`src/rtl/log_antilog_mult.sv`:
```
// -----------------------------------------------------------------------------
// log_antilog_mult
//   Multiplies two operands that arrive in the log2 domain. The two logs are
//   added, and the sum is converted back to the linear domain with a Mitchell
//   antilog (1.frac shifted by the integer part). The pipeline has three
//   register stages:
//     S1 add          : log sum, product sign, zero flag
//     S2 shift        : antilog magnitude, overflow detect
//     S3 sign / range : two's-complement result, zero forcing, range handling
//   A single advance enable (!out_valid | out_ready) moves every stage at once.
//   When it is low, all stages hold, including their valid bits.
//
//   Build option:
//     LOG_ANTILOG_SAT_EN  defined   -> overflowing results saturate to +/-(2^(W-1)-1)
//                         undefined -> overflowing results wrap (low WIDTH bits)
//     out_ovf is reported the same way in both builds.
//
// Ports:
//   clk        in   clock, rising edge
//   rst_n      in   asynchronous active-low reset
//   a_log      in   [LOG_WIDTH] signed Q5.12 log2|A|
//   b_log      in   [LOG_WIDTH] signed Q5.12 log2|B|
//   a_sign     in   sign of A (1 = negative)
//   b_sign     in   sign of B (1 = negative)
//   a_nz       in   A is non-zero (0 -> A == 0, a_log ignored)
//   b_nz       in   B is non-zero (0 -> B == 0, b_log ignored)
//   in_valid   in   operand pair presented
//   in_ready   out  pair accepted this cycle
//   out_data   out  [WIDTH] signed product, Q(WIDTH-QP).QP
//   out_ovf    out  product magnitude exceeded output range
//   out_valid  out  out_data / out_ovf valid
//   out_ready  in   downstream accepts the result
// -----------------------------------------------------------------------------
module log_antilog_mult #(
    parameter int LOG_WIDTH = 17,
    parameter int WIDTH     = 16,
    parameter int QP        = 12
) (
    input  logic                 clk,
    input  logic                 rst_n,
    input  logic [LOG_WIDTH-1:0] a_log,
    input  logic [LOG_WIDTH-1:0] b_log,
    input  logic                 a_sign,
    input  logic                 b_sign,
    input  logic                 a_nz,
    input  logic                 b_nz,
    input  logic                 in_valid,
    output logic                 in_ready,
    output logic [WIDTH-1:0]     out_data,
    output logic                 out_ovf,
    output logic                 out_valid,
    input  logic                 out_ready
);

    // The log fraction is always 12 bits wide. The sum gets one extra bit so
    // that adding two extreme logs cannot wrap.
    localparam int FRAC_W = 12;
    localparam int SUM_W  = LOG_WIDTH + 1;
    localparam int EXP_W  = SUM_W - FRAC_W;

    // The smallest exponent that pushes the leading one into the sign bit.
    localparam logic signed [EXP_W-1:0] OVF_E = EXP_W'(WIDTH - 1 - QP);

`ifdef LOG_ANTILOG_SAT_EN
    localparam logic [WIDTH-1:0] SAT_POS = {1'b0, {(WIDTH-1){1'b1}}};
    localparam logic [WIDTH-1:0] SAT_NEG = {1'b1, {(WIDTH-2){1'b0}}, 1'b1};
`endif

    logic adv;

    logic             s1_valid;
    logic [SUM_W-1:0] s1_sum;
    logic             s1_psign;
    logic             s1_pzero;

    logic             s2_valid;
    logic [WIDTH-1:0] s2_mag;
    logic             s2_psign;
    logic             s2_pzero;
    logic             s2_ovf;

    logic [EXP_W-1:0] exp_c;
    logic [EXP_W-1:0] exp_neg_c;
    logic [WIDTH-1:0] mant_c;
    logic [WIDTH-1:0] mag_c;
    logic             ovf_c;

    logic [WIDTH-1:0] signed_c;
    logic [WIDTH-1:0] res_c;

    assign adv      = !out_valid | out_ready;
    assign in_ready = adv;

    // S1: log-domain add.
    always_ff @(posedge clk or negedge rst_n) begin
        if (!rst_n) begin
            s1_valid <= 1'b0;
            s1_sum   <= '0;
            s1_psign <= 1'b0;
            s1_pzero <= 1'b0;
        end else if (adv) begin
            s1_valid <= in_valid;
            s1_sum   <= {a_log[LOG_WIDTH-1], a_log} + {b_log[LOG_WIDTH-1], b_log};
            s1_psign <= a_sign ^ b_sign;
            s1_pzero <= !a_nz | !b_nz;
        end
    end

    // S2: Mitchell antilog. The magnitude only needs WIDTH bits. Bits shifted
    // above WIDTH are either discarded by the wrap or replaced by saturation.
    // A right shift of 13 or more clears the 13-bit mantissa by itself.
    always_comb begin
        exp_c     = s1_sum[SUM_W-1:FRAC_W];
        exp_neg_c = -exp_c;
        mant_c    = WIDTH'({1'b1, s1_sum[FRAC_W-1:0]});
        mag_c     = '0;
        if (exp_c[EXP_W-1]) begin
            mag_c = mant_c >> exp_neg_c;
        end else begin
            mag_c = mant_c << exp_c;
        end
        ovf_c = ($signed(exp_c) >= OVF_E) & !s1_pzero;
    end

    always_ff @(posedge clk or negedge rst_n) begin
        if (!rst_n) begin
            s2_valid <= 1'b0;
            s2_mag   <= '0;
            s2_psign <= 1'b0;
            s2_pzero <= 1'b0;
            s2_ovf   <= 1'b0;
        end else if (adv) begin
            s2_valid <= s1_valid;
            s2_mag   <= mag_c;
            s2_psign <= s1_psign;
            s2_pzero <= s1_pzero;
            s2_ovf   <= ovf_c;
        end
    end

    // S3: apply the sign and handle the range. Negating a zero magnitude gives
    // 0, so an underflow with a negative sign still outputs 0.
    always_comb begin
        signed_c = s2_psign ? (~s2_mag + 1'b1) : s2_mag;
        res_c    = signed_c;
        if (s2_pzero) begin
            res_c = '0;
        end else if (s2_ovf) begin
`ifdef LOG_ANTILOG_SAT_EN
            res_c = s2_psign ? SAT_NEG : SAT_POS;
`else
            res_c = signed_c;
`endif
        end
    end

    always_ff @(posedge clk or negedge rst_n) begin
        if (!rst_n) begin
            out_valid <= 1'b0;
            out_data  <= '0;
            out_ovf   <= 1'b0;
        end else if (adv) begin
            out_valid <= s2_valid;
            out_data  <= res_c;
            out_ovf   <= s2_ovf;
        end
    end

endmodule
```
`config.mk`:
```
export PLATFORM = sky130hd
export DESIGN_NAME = log_antilog_mult
export DESIGN_NICKNAME = d
export VERILOG_FILES = /design/src/rtl/log_antilog_mult.sv
export SDC_FILE = /design/constraint.sdc
export NUM_CORES = 1
export LEC_CHECK = 0
export ABC_CLOCK_PERIOD_IN_PS = 5750
export CAP_MARGIN = 0
export CORE_AREA = 2 2 77 153
export CTS_BUF_LIST = sky130_fd_sc_hd__clkbuf_4
export DETAILED_ROUTE_END_ITERATION = 6
export DIE_AREA = 0 0 79 155
export GPL_TIMING_DRIVEN = 0
export PLACE_DENSITY_LB_ADDON = 0.2
export SLEW_MARGIN = 20
export SYNTH_ARGS = -nofsm -noshare
export SYNTH_HDL_FRONTEND = slang
export SYNTH_SLANG_ARGS = --single-unit
export TNS_END_PERCENT = 20
```
`constraint.sdc`:
```
create_clock -name clk -period 5.75 [get_ports clk]
set_clock_uncertainty 0.2 [all_clocks]
set_input_delay 0.8625 -clock clk [delete_from_list [all_inputs] [get_ports clk]]
set_output_delay 0.8625 -clock clk [all_outputs]
set_load 0.005 [all_outputs]
```
==> run_results.csv, run 1 <==
group,metric,value,unit
status,status,"completed",
sta,setup_violations,0,
sta,period_share,71.2,%
detailed_routing,route.detailed.drc,0,
synthesis,ys_seq_area_share,32.2,%
floorplan,ioPinCount,61,
cts,ctsResizeCount,0,
worst_setup_path,required,4.69,ns
cts,cts_made_buffers,9,
synthesis,ys_top_cells_by_count,"92 x nand2_1, 59 x dfrtp_1, 52 x nor2_1, 39 x o21ai_0, 35 x a21oi_1",
cts,htreeDepth,3,
sta,layout_min_cycle_time,4.09,ns
cts,holdBufCountCts,0,
min_path,hp-class,"in -> async",
worst_setup_path,crit_buf_inv,5,
synthesis,synthesis.nets,610,
cts,post_cts_buffers,0,
final_layout,final_cells,766,
detailed_routing,ant_nets,0,
grt,grt_overflow,0,
synthesis,synthesis.area,4590,um2
detailed_routing,wl_per_cell,18.4,um
grt,antenna_found_initial,0,
worst_setup_path,cpPeakStageDelay,0.61,ns
worst_setup_path,path_delay_family,"buffers and inverters",
worst_setup_path,crit_slowest_cell,"clkdlybuf4s50_1",
worst_setup_path,cp_common_cell,"clkdlybuf4s50_1",
synthesis,synth-seq-cells,59,
cts,cts_tree,"yes",
power_and_ir_drop,power_leakage,2.37,nW
sta,finalHoldViolations,0,
final_layout,finalCoreUtilization,49.8,%
sta,tightest_slew,0.703,ns
power_and_ir_drop,ir_worst_vdd,0.000222,V
final_layout,nFillCells,1144,
cts,cts_buffer_depth,2,
synthesis,synthArstFlopShare,100,%
detailed_routing,viasPerCell,5.80,
synthesis,synthFlopType,"dfrtp_1",
floorplan,core_area,11100,um2
floorplan,initial_core_util,41.2,%
detailed_routing,wirelength,14.1,mm
floorplan,die_area,12200,um2
grt,grt_util_all_layers,24.3,%
cts,clk_latency,0.44,ns
detailed_routing,drt-initial-drc-count,279,
placed_design,hpwl,11.0,mm
final_layout,syn2layout_area_growth,21.0,%
worst_setup_path,crit_arrival,3.03,ns
final_layout,final_nets,682,
synthesis,synth_warnings,0,
worst_setup_path,setup.worst_path.start_class,"input port",
synthesis,synth.area.top_cells,"dfrtp_1 32%, nand2_1 7.5%, ha_1 5.4%",
placed_design,routabilityCongestion,0.953,
worst_setup_path,worstSetupPathType,"in -> out",
grt,first_global_vias,4426,
detailed_routing,drtPass1Iterations,5,
synthesis,synthCells,547,
synthesis,post-synth-top-area-fraction,32.2,%
worst_setup_path,r2r_slack,2.66,ns
run,maxCapViolCount,0,
cts,cts.clk_slew.worst_paths,0.10,ns
placed_design,io_buffers,60,
synthesis,synth_edf_count,0,
power_and_ir_drop,p_per_area,462,nW/um2
grt,grt_max_degree,54,
sta,fmax,0.244,GHz
final_layout,diodes,0,
sta,slew_viol_final,0,
synthesis,syn-mean-instance-area,8.39,um2
floorplan,die_y,155,um
placed_design,dp_cells,750,
synthesis,netlist-cell-type-count,60,
worst_setup_path,cp_max_fo,10,
synthesis,yosysTopAreaCell,"dfrtp_1",
sta,fin_setup_tns,0,ns
synthesis,synthMostInstantiatedCell,"nand2_1",
floorplan,num_rows,55,
final_layout,drive_above_1_share,7.37,%
worst_setup_path,path_cells,"clkdlybuf4s50_1 -> nor2b_1 -> inv_1 -> clkbuf_1 -> buf_1 -> clkdlybuf4s50_1",
cts,cts_root_buf,"clkbuf_4",
detailed_routing,via_count,4446,
worst_setup_path,critPathCaptureType,"primary output",
sta,max_slew_margin,52.4,%
sta,rsz0062_at_grt,"false",
floorplan,fp.dieW,79,um
grt,grt_pass1_wl,22.9,mm
cts,clkSinkCount,59,
[stage by stage]
step / hold WS (ns) / instance area [um2] / setup slack [ns] / power [mW]
after floorplan: 0.230 / 4590 / 3.06 / 1.70
after global placement: 0.248 / 5370 / 1.65 / 2.21
after detailed placement: 0.252 / 5400 / 1.65 / 2.22
after CTS: 0.0289 / 5560 / 1.64 / 2.57
after global routing: 0.0285 / 5560 / 1.55 / 2.76
final: 0.0325 / 5560 / 1.66 / 2.57
[cell type report]
type / instances / area [um2] / area share (%)
multi-input combinational: 441 / 2900 / 52.2
sequential: 59 / 1480 / 26.6
timing repair buffer: 61 / 626 / 11.3
tap: 142 / 178 / 3.20
buffer: 36 / 175 / 3.15
clock inverter: 7 / 92.6 / 1.67
clock buffer: 9 / 67.6 / 1.22
inverter: 11 / 41.3 / 0.743
[logic make-up (layout without fill, tap and decap cells)]
family / after synthesis / in the layout / share of synthesized area [%]
AOI/OAI and AO/OA: 144 / 144 / 19.8
adders and majority gates: 21 / 21 / 5.89
muxes: 30 / 30 / 9.86
xor gates and xnor gates: 34 / 34 / 6.48
buffers and inverters: 47 / 124 / 4.71
DFF: 59 / 59 / 32.2
and+or+nand+nor: 212 / 212 / 21.1
[final timing paths]
check,depth (start not counted),start,end
max,6,out_ready,in_ready
min,1,rst_n,s1_sum[0]
max reg2reg,11,s1_sum[12],s2_mag[2]
min reg2reg,2,s2_valid,s2_valid
max in group asynchronous,2,rst_n,s2_mag[8]
min in group clk,2,s2_valid,s2_valid
[power by group]
group,switching [mW],total (mW),internal (mW),leakage (nW)
sequential,0.163,0.722,0.560,0.743
combinational,0.870,1.50,0.630,1.55
clock,0.169,0.343,0.174,0.0796
total,1.20,2.57,1.36,2.37
[cells in the final DEF (no fill, tap or decap), drive strengths merged, types with 3 or more instances in the layout]
cell	instances
xor2	18
o31ai	11
a221o	3
a211oi	4
clkbuf	29
nand3	11
clkinv	3
clkdlybuf4s50	59
o211ai	4
a31oi	8
o22ai	3
a21oi	35
inv	11
mux4	11
nor3	20
nor2	52
ha	20
xnor2	16
mux2i	16
o21a	3
nor4	6
o21ai	42
mux2	3
and2	3
and3	3
buf	18
nand2b	7
nor2b	3
a21o	8
o2111ai	3
nand2	92
or3	3
dfrtp	59
a221oi	4
[per-layer routing]
| metal | global-route usage (%) | vias to the layer above | wire length [um] |
|---|---|---|---|
| met4 | 9.52 | 0 | 469 |
| met5 | 0 | - | 0 |
| met1 | 29.7 | 2141 | 5840 |
| met3 | 3.83 | 30 | 521 |
| li1 | - | 2138 | - |
| met2 | 42.3 | 137 | 7290 |
[registers in the layout, indices dropped and copies added, names as in the netlist]
register and flops:
out_data 16, out_ovf 1, out_valid 1, s1_psign 1, s1_pzero 1, s1_sum 18
s1_valid 1, s2_mag 16, s2_ovf 1, s2_psign 1, s2_pzero 1, s2_valid 1
Note: power is estimated with default switching activity, not from simulation.
==> inputs of run 2 (changes only) <==
Settings changed: ABC_CLOCK_PERIOD_IN_PS 5750 to 4200.
Clock period 5.75 ns to 4.2 ns, I/O delays scaled along.
==> run_results.csv, run 2 (synthesized netlist as in run 1, its figures left out) <==
group,metric,value,unit
placed_design,dpl-instance-area,5400,um2
placed_design,io_buffers,60,
detailed_routing,drt-initial-drc-count,306,
power_and_ir_drop,ir_worst_vdd,0.000305,V
floorplan,core_area,11100,um2
detailed_routing,wirelength,14.1,mm
sta,tightest_slew,0.711,ns
detailed_routing,route.detailed.drc,0,
final_layout,final_common_cell,"nand2_1",
cts,htreeDepth,3,
run,maxCapViolCount,0,
grt,grt_util_all_layers,24.3,%
final_layout,regMostFlops,"s1_sum",
worst_setup_path,critPathCaptureType,"primary output",
worst_setup_path,cp_max_fo,10,
floorplan,num_rows,55,
detailed_routing,ant_nets,0,
cts,cts_made_buffers,9,
final_layout,diodes,0,
cts,cts.clk_slew.worst_paths,0.10,ns
power_and_ir_drop,pwr-share-comb,58.5,%
power_and_ir_drop,power_frac_seq,28.1,%
worst_setup_path,required,3.37,ns
grt,grt_max_degree,54,
cts,cts_tree,"yes",
sta,setup_violations,0,
floorplan,initial_core_util,41.2,%
sta,rsz0062_at_grt,"false",
cts,ctsResizeCount,0,
worst_setup_path,crit_arrival,2.80,ns
cts,cts_buffer_depth,2,
min_path,hp-class,"reg -> reg",
final_layout,nFillCells,1143,
placed_design,routabilityCongestion,0.953,
sta,layout_min_cycle_time,3.63,ns
sta,fin_setup_tns,0,ns
final_layout,largest_reg_flops,18,
sta,fmax,0.275,GHz
grt,grt_overflow,0,
final_layout,finalInstanceArea,5570,um2
worst_setup_path,setup.worst_path.start_class,"input port",
placed_design,hpwl,11.0,mm
grt,grt_pass1_wl,22.9,mm
sta,finalHoldViolations,0,
floorplan,die_y,155,um
detailed_routing,via_count,4435,
final_layout,reg_top3,"s1_sum x18, out_data x16, s2_mag x16",
cts,post_cts_buffers,0,
sta,max_slew_margin,51.9,%
final_layout,layout_common_cells,"92 x nand2_1, 59 x clkdlybuf4s50_1, 59 x dfrtp_1, 52 x nor2_1, 39 x o21ai_0",
power_and_ir_drop,p_sw_share,46.8,%
final_layout,syn2layout_area_growth,21.2,%
power_and_ir_drop,clkPwrFrac,13.4,%
grt,antenna_found_initial,0,
floorplan,fp.dieW,79,um
power_and_ir_drop,p_int,1.87,mW
detailed_routing,drtPass1Iterations,5,
power_and_ir_drop,p_per_area,631,nW/um2
cts,clk_latency,0.44,ns
grt,first_global_vias,4426,
cts,cts_root_buf,"clkbuf_4",
sta,slew_viol_final,0,
final_layout,final_nets,683,
floorplan,die_area,12200,um2
power_and_ir_drop,power_leakage,2.37,nW
floorplan,ioPinCount,61,
worst_setup_path,worstSetupPathType,"in -> out",
power_and_ir_drop,power_switching,1.64,mW
detailed_routing,wl_per_cell,18.4,um
detailed_routing,viasPerCell,5.78,
sta,period_share,86.4,%
cts,clkSinkCount,59,
final_layout,drive_above_1_share,7.36,%
status,status,"completed",
==> run 2: what timing repair did <==
action,CTS,global route
endpoints found under the hold margin,6,0
endpoints found under the setup margin,0,0
hold buffers,1,0
==> run 2: power by group through the flow <==
stage	Clock, mW	Sequential [mW]	Combinational, mW
floorplan	0	0.935	1.39
global placement	0	0.991	2.04
detailed placement	0	0.998	2.04
CTS	0.478	0.985	2.05
global route	0.504	1.02	2.25
finish	0.471	0.987	2.05
==> run 2: final cells by class <==
class	count	area [um2]	share of cell area (%)
Timing Repair Buffer	62	636	11.4
Inverter	11	41.3	0.742
Buffer	36	175	3.15
Clock buffer	9	67.6	1.21
Tap cell	142	178	3.19
Multi-Input combinational cell	441	2900	52.1
Clock inverter	7	92.6	1.66
Sequential cell	59	1480	26.5
==> run 2: worst paths after layout <==
kind                            slack, ns    endpoint  startpoint  depth (start not counted)
worst max-delay path                 0.57    in_ready   out_ready                          6
worst min-delay path                 0.27    s2_valid    s2_valid                          2
worst max register to register       1.12   s2_mag[2]  s1_sum[12]                         11
worst min register to register       0.27    s2_valid    s2_valid                          2
max in group asynchronous            2.96  s2_mag[14]       rst_n                          3
min in group asynchronous            0.35   s1_sum[0]       rst_n                          2
==> run 2: per-stage QoR <==
stage               util, %  setup WS [ns]  hold WS (ns)  cells  power (mW)
finish                 49.9          0.570         0.270    767        3.51
global route           49.9          0.470         0.305    767        3.78
CTS                    49.9          0.559         0.276    767        3.51
detailed placement     48.4          0.565         0.252    750        3.04
global placement       48.2          0.383         0.248    749        3.03
floorplan                 -           1.64         0.134    547        2.33
==> run 2: metal layers <==
| metal | up-vias | GRT usage [%] | wire length (um) |
|---|---|---|---|
| li1 | 2142 | - | - |
| met1 | 2132 | 29.7 | 5810 |
| met2 | 131 | 42.3 | 7260 |
| met3 | 30 | 3.77 | 546 |
| met4 | 0 | 9.52 | 484 |
| met5 | - | 0 | 0 |
==> run 2: critical path, cell delays in order <==
cell	delay, ns
clkdlybuf4s50_1	0.45
nor2b_1	0.06
inv_1	0.12
clkbuf_1	0.38
buf_1	0.54
clkdlybuf4s50_1	0.62
==> inputs of run 3 (changes only) <==
==> constraint.sdc (replaced) <==
create_clock -name clk -period 4.2 [get_ports clk]
set_clock_uncertainty 0.2 [all_clocks]
set_input_delay 0.63 -clock clk [delete_from_list [all_inputs] [get_ports clk]]
set_output_delay 0.63 -clock clk [all_outputs]
set_load 0.02 [all_outputs]
==> results of run 3 <==
Same layout as run 2 (identical final DEF). Status: completed.
Main changes from that run: setup slack after placement 0.565 ns -> 0.462 ns; setup slack after layout 0.570 ns -> 0.467 ns; total power 3.51 mW -> 3.59 mW
